## config.mk

```make
export PLATFORM = sky130hd
export DESIGN_NAME = ram_scan_ctrl
export DESIGN_NICKNAME = d
export VERILOG_FILES = /design/src/rtl/ram_ctrl_pkg.sv /design/src/rtl/ram_addr_counter.sv /design/src/rtl/ram_scan_ctrl.sv
export SDC_FILE = /design/constraint.sdc
export NUM_CORES = 1
export LEC_CHECK = 0
export ABC_AREA = 1
export CORE_ASPECT_RATIO = 0.8
export CORE_MARGIN = 3
export CORE_UTILIZATION = 45
export DETAILED_ROUTE_END_ITERATION = 10
export PLACE_DENSITY = 0.79
export SYNTH_ARGS = -nofsm -noshare
export SYNTH_HDL_FRONTEND = slang
export SYNTH_SLANG_ARGS = --single-unit
```

## constraint.sdc

```tcl
create_clock -name clk -period 3.15 [get_ports clk]
set_input_delay 0.945 -clock clk [delete_from_list [all_inputs] [get_ports clk]]
set_output_delay 0.945 -clock clk [all_outputs]
set_load 0.01 [all_outputs]
```

## src/rtl/ram_ctrl_pkg.sv

```systemverilog
// Shared encodings and widths for the 32x4 RAM scan controller.
// Op codes match the command port; state order is also the reset/idle-first encoding.
package ram_ctrl_pkg;

    localparam int ADDR_W = 5;
    localparam int DATA_W = 4;
    localparam int SUM_W  = 9;

    typedef enum logic [1:0] {
        OP_WRITE = 2'b00,
        OP_READ  = 2'b01,
        OP_FILL  = 2'b10,
        OP_SUM   = 2'b11
    } op_e;

    typedef enum logic [2:0] {
        IDLE,
        WR,
        RD_ISSUE,
        RD_CAP,
        FILL,
        SUM_RUN,
        SUM_DRAIN,
        DONE
    } state_e;

endpackage

```

## src/rtl/ram_addr_counter.sv

```systemverilog
// Address sweep counter shared by FILL and SUM; clear has priority over enable.
// One-cycle registered update, no backpressure; o_last is combinational on the all-ones count.
module ram_addr_counter #(
    parameter int W = ram_ctrl_pkg::ADDR_W
) (
    input  logic         i_clk,
    input  logic         i_resetn,
    input  logic         i_clear,
    input  logic         i_enable,
    output logic [W-1:0] o_count,
    output logic         o_last
);

    logic [W-1:0] r_count;

    always_ff @(posedge i_clk or negedge i_resetn) begin
        if (!i_resetn) begin
            r_count <= '0;
        end else if (i_clear) begin
            r_count <= '0;
        end else if (i_enable) begin
            r_count <= r_count + 1'b1;
        end
    end

    assign o_count = r_count;
    assign o_last  = &r_count;

endmodule

```

## src/rtl/ram_scan_ctrl.sv

```systemverilog
// Command FSM driving an external 32x4 RAM: single write/read, full fill, and full-array sum.
// go is only sampled in IDLE; WRITE/READ/FILL/SUM finish with done 2/3/33/34 cycles after go.
module ram_scan_ctrl #(
    parameter int ADDR_W = ram_ctrl_pkg::ADDR_W,
    parameter int DATA_W = ram_ctrl_pkg::DATA_W
) (
    input  logic                          clk,
    input  logic                          resetn,
    input  logic                          go,
    input  logic [1:0]                    op,
    input  logic [ADDR_W-1:0]             addr_in,
    input  logic [DATA_W-1:0]             data_in,
    output logic                          busy,
    output logic                          done,
    output logic [DATA_W-1:0]             rd_data,
    output logic [ram_ctrl_pkg::SUM_W-1:0] sum,
    output logic [ADDR_W-1:0]             ram_address,
    output logic [DATA_W-1:0]             ram_data,
    output logic                          ram_wren,
    input  logic [DATA_W-1:0]             ram_q
);

    import ram_ctrl_pkg::*;

    state_e            r_state;
    state_e            w_next;
    logic [ADDR_W-1:0] r_addr;
    logic [DATA_W-1:0] r_data;
    logic [DATA_W-1:0] r_rd_data;
    logic [SUM_W-1:0]  r_acc;
    logic [SUM_W-1:0]  r_sum;
    logic [SUM_W-1:0]  w_acc_next;
    logic [ADDR_W-1:0] w_cnt;
    logic              w_last;
    logic              w_cnt_clr;
    logic              w_cnt_en;

    ram_addr_counter #(.W(ADDR_W)) u_cnt (
        .i_clk    (clk),
        .i_resetn (resetn),
        .i_clear  (w_cnt_clr),
        .i_enable (w_cnt_en),
        .o_count  (w_cnt),
        .o_last   (w_last)
    );

    always_ff @(posedge clk or negedge resetn) begin
        if (!resetn) begin
            r_state <= IDLE;
        end else begin
            r_state <= w_next;
        end
    end

    always_comb begin
        w_next      = r_state;
        ram_wren    = 1'b0;
        ram_address = r_addr;
        ram_data    = r_data;
        w_cnt_clr   = 1'b0;
        w_cnt_en    = 1'b0;
        case (r_state)
            IDLE: begin
                ram_address = addr_in;
                ram_data    = data_in;
                w_cnt_clr   = 1'b1;
                if (go) begin
                    case (op_e'(op))
                        OP_WRITE: w_next = WR;
                        OP_READ:  w_next = RD_ISSUE;
                        OP_FILL:  w_next = FILL;
                        OP_SUM:   w_next = SUM_RUN;
                    endcase
                end
            end
            WR: begin
                ram_wren = 1'b1;
                w_next   = DONE;
            end
            RD_ISSUE:  w_next = RD_CAP;
            RD_CAP:    w_next = DONE;
            FILL: begin
                ram_wren    = 1'b1;
                ram_address = w_cnt;
                w_cnt_en    = 1'b1;
                if (w_last) begin
                    w_next = DONE;
                end
            end
            SUM_RUN: begin
                ram_address = w_cnt;
                w_cnt_en    = 1'b1;
                if (w_last) begin
                    w_next = SUM_DRAIN;
                end
            end
            SUM_DRAIN: w_next = DONE;
            DONE:      w_next = IDLE;
            default:   w_next = IDLE;
        endcase
    end

    assign w_acc_next = r_acc + {{(SUM_W-DATA_W){1'b0}}, ram_q};

    // ram_q lags the issued address by one cycle, so the first SUM_RUN cycle has nothing to add yet.
    always_ff @(posedge clk or negedge resetn) begin
        if (!resetn) begin
            r_addr    <= '0;
            r_data    <= '0;
            r_rd_data <= '0;
            r_acc     <= '0;
            r_sum     <= '0;
        end else begin
            case (r_state)
                IDLE: begin
                    if (go) begin
                        r_addr <= addr_in;
                        r_data <= data_in;
                        if (op_e'(op) == OP_SUM) begin
                            r_acc <= '0;
                        end
                    end
                end
                RD_CAP: r_rd_data <= ram_q;
                SUM_RUN: begin
                    if (w_cnt != '0) begin
                        r_acc <= w_acc_next;
                    end
                end
                SUM_DRAIN: begin
                    r_acc <= w_acc_next;
                    r_sum <= w_acc_next;
                end
                default: ;
            endcase
        end
    end

    assign busy    = (r_state != IDLE);
    assign done    = (r_state == DONE);
    assign rd_data = r_rd_data;
    assign sum     = r_sum;

endmodule

```

Word-level counts from Yosys, hierarchy flattened:

Index checks and enable logic that the tools add are counted.

* add/subtract/negate cells: 2
* equal/unequal tests: 15
* muxes and demuxes: 16
* reductions and logical operators: 13

Operators with widths (count)
* $mux W9: 3
* $pmux W9 S3: 1
* $pmux W3 S6: 1
* $eq A3 B3 Y1 const B: 4
* $pmux W3 S4: 1
* $mux W5: 2
* $pmux W5 S2: 1
* $add A9 B4 Y9: 1
* $mux W3: 3
* $eq A3 B2 Y1 const B: 2
* $ne A2 B2 Y1 const B: 3
* $reduce_bool A3 Y1: 2
* $add A5 B1 Y5 const B: 1
* $reduce_and A5 Y1: 1
* $reduce_bool A5 Y1: 1
* $eq A2 B2 Y1 const B: 2
* $mux W4: 1
* $ne A2 B1 Y1 const B: 2
* $reduce_and A4 Y1: 1
* $reduce_or A2 Y1: 2
* $eq A3 B1 Y1 const B: 1
* $logic_not A3 Y1: 1
* $mux W1: 3
* $reduce_and A3 Y1: 1
* 5 further kinds: 5

* register bits: 39
* bits of input ports: 18
* output and inout port bits: 25
* logic and storage cells: 53

Longest topological paths before layout:

Gate-level depths: netlist of run 1.

* depth after elaboration: 5
* gate-level depth with buffers: 9
* depth with buffers taken out: 9

Hierarchy:

Synthesis of run 1 repeated with hierarchy kept, for this count alone.

* cells, all modules: 268
* area, all modules: 2158.3 µm²

Modules (own cells, without submodules)
* ram_scan_ctrl: instances 1, cells each 237, area each 1888.1 µm², seq. area each 850.8 µm²
* ram_addr_counter: instances 1, cells each 31, area each 270.3 µm², seq. area each 125.1 µm²

Least setup slack after synthesis of run 1:

Ideal clock, no wire load.

* kind: input to output
* start: input data_in[0]
* end: output ram_data[0]
* arrival: 1257 ps
* setup slack: 948 ps
* stages on the path: 2
* buffers on the path: 0
* cells stage by stage: inv_1 > o21ai_0

* longest elaborated chain between the ends: 1

Ends and longest elaborated chain
* start: declaration: line ram_scan_ctrl.sv:12 `input logic [DATA_W-1:0] data_in,`
* $mux W4: line ram_scan_ctrl.sv:62 `case (r_state)`
* end: declaration: line ram_scan_ctrl.sv:18 `output logic [DATA_W-1:0] ram_data,`

No other way between the ends.

Worst setup path after layout of run 1:

* start: input addr_in[1]
* end: output ram_address[1]

* longest elaborated chain between the ends: 1

Ends and longest elaborated chain
* start: declaration: line ram_scan_ctrl.sv:11 `input logic [ADDR_W-1:0] addr_in,`
* $pmux W5 S2: line ram_scan_ctrl.sv:62
* end: declaration: line ram_scan_ctrl.sv:17 `output logic [ADDR_W-1:0] ram_address,`

No other way between the ends.

==> results.yml, run 1 <==
routing:
  drc_errors: 0
  vias: 1830
  routedWlPerCell_microns: 12.2
  ant_nets: 0
  firstDrtPassIters: 5
  finalWirelength_microns: 4510
  drt_iter0_markers: 70
  vias_per_cell: 4.96
grt:
  track_usage_pct: 17.1
  grt_pass1_vias: 1783
  grt_pass1_wl_microns: 7970
  grt_overflow: 0
  antenna_found_initial: 0
  grt_max_degree: 40
final_layout:
  drive_above_1_share_pct: 9.71
  antenna_cells: 0
  final_common_cell: "nand2_1"
  design_area_sq_um: 2740
  syn_to_final_growth_pct: 24.6
  layout_common_cells: "nand2_1 (97), dfrtp_1 (39), clkdlybuf4s50_1 (33)"
  num-nets-final: 337
synth:
  syn-instance-count: 264
  ys_async_sr_fraction_pct: 100
  synth_nets: 293
  syn-cell-area_sq_um: 2200
  synthFlopType: "dfrtp_1"
  ys_seq_area_share_pct: 44.3
  synth_mux_area_share_pct: 2.05
  yosys.area.top_type_share_pct: 44.3
  yosysUniqueCellTypes: 33
  synth_xor_area_share_pct: 1.19
  synth_compound_area_share_pct: 9.27
  yosys.area.top_type: "dfrtp_1"
  synth_simple_gate_area_share_pct: 28.6
  syn_area_per_cell_sq_um: 8.34
  synth_top_family_by_area: "simple AND/OR/NAND/NOR gates"
  yosys_register_bits: 39
  yosys-top-cells-area: "dfrtp_1 (44%), nand2_1 (17%), ha_1 (5.7%)"
  synth_edf_count: 0
  yosys_warnings: 0
  synth-adder-area-share_pct: 6.59
floorplanning:
  die_h_microns: 68.6
  design.portCount: 43
  initial_core_util_pct: 47.3
  die_x_microns: 84.2
  fp.coreArea_sq_um: 4650
  rows: 22
  dieArea_sq_um: 5770
setup_path:
  reg2reg_from: "r_state[2]$_DFFE_PN0P_"
  critPathRequiredTime_ns: 2.20
  r2r_cells: 6
  crit_type: "input pin to primary output"
  endpoint: "ram_address[1]"
  critPathLaunch: "addr_in[1]"
  worstSetupStartpointType: "input pin"
  reg2reg_to: "r_acc[0]$_DFFE_PN0P_"
  crit_path_end_kind: "primary output"
  rrSetupSlack_ns: 1.27
  crit_fanout: 2
  crit_arrival_ns: 2.16
sta:
  min_period_ns: 3.11
  fin_tns_setup_ns: 0
  setup_viol: 0
  relSlewSlack_pct: 41.4
  fmax_ghz: 0.322
  fin_crit_sh_pct: 98.6
  finClkSkew_ns: 0.00235
  worst_pin_slew_ns: 0.879
  hold_viol: 0
  rsz0062_at_grt: "false"
  drv_slew: 0
pwr:
  p_seq_share_pct: 34.2
  clock_power_share_pct: 12.6
  leakagePower_nw: 1.47
  total_power_mw: 2.58
  power.density_nw_per_um2: 942
  vdd_drop_max_v: 0.000452
  power.switching_mw: 1.09
  sw_frac_of_total_pct: 42.4
  intPower_mw: 1.49
  pwr-share-comb_pct: 53.2
clock_network:
  insertion_delay_ns: 0.28
  clock_sinks: 39
  cts_buffers: 5
  clock-root-buffer: "clkbuf_8"
  cts_max_level: 2
  cts_tree: "done"
  post-cts-setup-buffers: 0
  clk_pin_slew_worst_paths_ns: 0.07
  clock_path_buffers: 2
placed_design:
  dp_hpwl_microns: 3340
  io_buffers: 42
  finalWeightedCongestion: 0.798
  placedInstanceArea_sq_um: 2640
run:
  cap_violations: 0
worst_hold_path:
  hold_path.class: "flop to flop"
run_status:
  status: "complete, no violations"
-- worst min-delay path by stage --
stage / start / to / slack (ns) / cells after the start
final: sum[4]$_DFFE_PN0P_ / sum[4]$_DFFE_PN0P_ / 0.48 / 2
after global placement: sum[8]$_DFFE_PN0P_ / sum[8]$_DFFE_PN0P_ / 0.46 / 2
after global routing: sum[4]$_DFFE_PN0P_ / sum[4]$_DFFE_PN0P_ / 0.51 / 2
after floorplan: r_acc[0]$_DFFE_PN0P_ / r_acc[0]$_DFFE_PN0P_ / 0.45 / 2
after CTS: sum[4]$_DFFE_PN0P_ / sum[4]$_DFFE_PN0P_ / 0.48 / 2
after detailed placement: sum[2]$_DFFE_PN0P_ / sum[2]$_DFFE_PN0P_ / 0.47 / 2
-- state kept, by name, summed over array words and instances, names as in the netlist --
name           cells
sum                9
r_addr             5
u_cnt.o_count      5
r_state            3
rd_data            4
r_acc              9
r_data             4
-- power by group through the flow --
stage / combinational [mW] / sequential (mW) / clock, mW
finish: 1.37 / 0.884 / 0.325
global route: 1.55 / 0.920 / 0.350
CTS: 1.41 / 0.888 / 0.332
detailed placement: 1.40 / 0.893 / 0
global placement: 1.38 / 0.881 / 0
floorplan: 0.904 / 0.879 / 0
-- stage by stage --
stage | hold slack [ns] | instances | util [%] | setup slack (ns)
floorplan | 0.453 | 264 | - | 0.948
global placement | 0.463 | 361 | 56.8 | 0.0173
detailed placement | 0.466 | 361 | 56.8 | 0.0150
CTS | 0.485 | 369 | 58.5 | 0.0166
global route | 0.512 | 369 | 59.0 | 0.00228
finish | 0.478 | 369 | 59.0 | 0.0448
-- logic make-up (layout without fill, tap and decap cells) --
group / count (synthesis) / after routing
simple gates: 136 / 136
compound gates: 34 / 34
xor+xnor: 3 / 3
buf+inv: 37 / 82
fa+ha+maj: 11 / 11
mux: 4 / 4
flops: 39 / 39
-- routing by layer --
| layer | vias up | global-route usage (%) | wire, microns |
|---|---|---|---|
| met5 | - | 0 | 0 |
| met4 | 0 | 4.62 | 46 |
| met3 | 5 | 3.33 | 184 |
| met2 | 39 | 28.3 | 2000 |
| li1 | 938 | - | - |
| met1 | 848 | 23.2 | 2280 |
-- cell usage after synthesis, types with 3 or more instances --
master	instances
inv_2	3
buf_6	4
nand2_1	97
nor2_1	9
o21ai_0	19
dfrtp_1	39
nor3_1	3
o221ai_1	5
inv_1	27
nand3_2	3
mux2_2	4
nand3b_1	3
ha_1	10
nand3_1	10
-- critical path, stage by stage --
cell and delay (ns):
clkdlybuf4s50_1 0.45, inv_1 0.04, o221ai_1 0.15, clkdlybuf4s50_1 0.57
-- area by class of cell --
type,instances,area (sq um)
Clock buffer,7,76.3
Clock inverter,1,5.00
Fill cell,432,1910
Inverter,32,125
Multi-Input combinational cell,188,1050
Sequential cell,39,976
Tap cell,60,75.1
Timing Repair Buffer,42,435
-- repair_timing --
| action | CTS | global route |
|---|---|---|
| hold buffers | 0 | 0 |
| gates resized for setup | 0 | 8 |
| endpoints found under the setup margin | 0 | 8 |
(Power assumes the default switching activity.)
==> inputs of run 2 (changes only) <==
--- a/config.mk
+++ b/config.mk
@@ -6,6 +6,7 @@
 export NUM_CORES = 1
 export LEC_CHECK = 0
 export ABC_AREA = 1
+export CAP_MARGIN = 20
 export CORE_ASPECT_RATIO = 0.8
 export CORE_MARGIN = 3
 export CORE_UTILIZATION = 45
==> constraint.sdc (replaced) <==
create_clock -name clk -period 3.4 [get_ports clk]
set_input_delay 1.02 -clock clk [delete_from_list [all_inputs] [get_ports clk]]
set_output_delay 1.02 -clock clk [all_outputs]
set_load 0.01 [all_outputs]
==> run 2 against run 1 <==
Critical path depth did not move; global-route usage is the same; combinational power is 6% lower; clock power shrank 7.1%; routed wire length down 0.91%; highest routed layer unchanged.
==> results.yml, run 2 (synthesis results as in run 1) <==
pwr:
  vdd_drop_max_v: 0.000429
  power.switching_mw: 1.02
  power.density_nw_per_um2: 886
  p_seq_share_pct: 33.9
  pwr-share-comb_pct: 53.5
  leakagePower_nw: 1.37
  clock_power_share_pct: 12.5
  total_power_mw: 2.41
  intPower_mw: 1.39
  sw_frac_of_total_pct: 42.1
placed_design:
  dp_hpwl_microns: 3340
  io_buffers: 42
  dpl_worst_slack_ns: 0.115
  finalWeightedCongestion: 0.798
final_layout:
  multi_input_comb_area_sq_um: 1050
  fin_util_pct: 58.5
  num-nets-final: 337
  num-fill-cells: 434
  antenna_cells: 0
  syn_to_final_growth_pct: 23.7
  drive_above_1_share_pct: 9.71
  layout_common_cells: "nand2_1 (97), clkdlybuf4s50_1 (41), dfrtp_1 (39)"
  ff_latch_area_sq_um: 976
  final_common_cell: "nand2_1"
floorplanning:
  rows: 22
  die_h_microns: 68.6
  die_x_microns: 84.2
  design.portCount: 43
  initial_core_util_pct: 47.3
  dieArea_sq_um: 5770
  fp.coreArea_sq_um: 4650
setup_path:
  crit_type: "input pin to primary output"
  crit_fanout: 2
  crit_path_end_kind: "primary output"
  worstSetupStartpointType: "input pin"
  crit_arrival_ns: 2.28
  critPathRequiredTime_ns: 2.38
sta:
  drv_slew: 0
  fin_ws_ns: 0.102
  worst_pin_slew_ns: 0.878
  finClkSkew_ns: 0.00233
  fin_tns_setup_ns: 0
  setup_viol: 0
  rsz0062_at_grt: "false"
  fin_crit_sh_pct: 97.0
  relSlewSlack_pct: 41.5
  hold_viol: 0
  min_period_ns: 3.30
  fmax_ghz: 0.303
routing:
  drt_iter0_markers: 74
  ant_nets: 0
  vias: 1837
  firstDrtPassIters: 4
  drc_errors: 0
  finalWirelength_microns: 4470
  vias_per_cell: 4.98
  routedWlPerCell_microns: 12.1
clock_network:
  clock_sinks: 39
  clock_path_buffers: 2
  hold_buffers: 0
  clk_pin_slew_worst_paths_ns: 0.07
  cts_resized: 0
  cts_max_level: 2
  cts_buffers: 5
  clock-root-buffer: "clkbuf_8"
  insertion_delay_ns: 0.28
  post-cts-setup-buffers: 0
  cts_tree: "done"
run:
  cap_violations: 0
grt:
  grt_pass1_vias: 1783
  grt_pass1_wl_microns: 7970
  grt_max_degree: 40
  antenna_found_initial: 0
  track_usage_pct: 17.1
  grt_overflow: 0
run_status:
  status: "complete, no violations"
worst_hold_path:
  hold_path.class: "flop to flop"
[run 2: cell count changes in the layout (fill, tap and decap cells not counted), sizes merged]
cell           previous run  this run
clkdlybuf4s50            33        41
dlymetal6s2s              8         0
[run 2: layout make-up]
class | count | share of cell area, %
tap | 60 | 2.76
sequential | 39 | 35.8
clock inverter | 1 | 0.184
multi-input combinational | 188 | 38.6
inverter | 32 | 4.60
clock buffer | 7 | 2.80
timing repair buffer | 42 | 15.3
[run 2: power groups by stage]
| stage | registers (mW) | logic [mW] | clock network, mW |
|---|---|---|---|
| finish | 0.818 | 1.29 | 0.302 |
| detailed placement | 0.827 | 1.30 | 0 |
| CTS | 0.822 | 1.31 | 0.308 |
| global placement | 0.816 | 1.28 | 0 |
| global route | 0.852 | 1.45 | 0.324 |
| floorplan | 0.814 | 0.837 | 0 |
[run 2: path summary, 6_finish.rpt]
path                                     endpoint  cells after the start                   start  slack (ns)
min                            sum[4]$_DFFE_PN0P_                      2      sum[4]$_DFFE_PN0P_        0.48
min reg2reg                    sum[4]$_DFFE_PN0P_                      2      sum[4]$_DFFE_PN0P_        0.48
max                                ram_address[0]                      4              addr_in[0]        0.10
max reg2reg                  r_acc[0]$_DFFE_PN0P_                      6  r_state[2]$_DFFE_PN0P_        1.52
max in group asynchronous    r_acc[3]$_DFFE_PN0P_                      1                  resetn        2.01
min in group asynchronous  rd_data[3]$_DFFE_PN0P_                      1                  resetn        0.85
[run 2: worst max-delay path: stages]
cell and delay [ns]:
clkdlybuf4s50_1 0.45, inv_1 0.05, o221ai_1 0.18, clkdlybuf4s50_1 0.58
[run 2: metal layers]
layer  part of all wire [%]  vias up  track usage, %
met4                    1.0        0            4.62
met3                    4.7        5            3.33
met2                     44       43            28.3
met1                     50      850            23.2
met5                      0        -               0
li1                       -      939               -
[run 2: metrics by stage]
stage	hold WS [ns]	cell area, sq um	cells
final	0.478	2720	369
after global routing	0.512	2720	369
after CTS	0.485	2720	369
after detailed placement	0.466	2640	361
after global placement	0.463	2640	361
after floorplan	0.453	2200	264
==> inputs of run 3 (changes only) <==
--- a/config.mk
+++ b/config.mk
@@ -10,6 +10,7 @@
 export CORE_ASPECT_RATIO = 0.8
 export CORE_MARGIN = 3
 export CORE_UTILIZATION = 45
+export CTS_CLUSTER_SIZE = 25
 export DETAILED_ROUTE_END_ITERATION = 10
 export PLACE_DENSITY = 0.79
 export SYNTH_ARGS = -nofsm -noshare
==> results of run 3 <==
The final DEF is identical to that of run 2; final timing and power are the same.
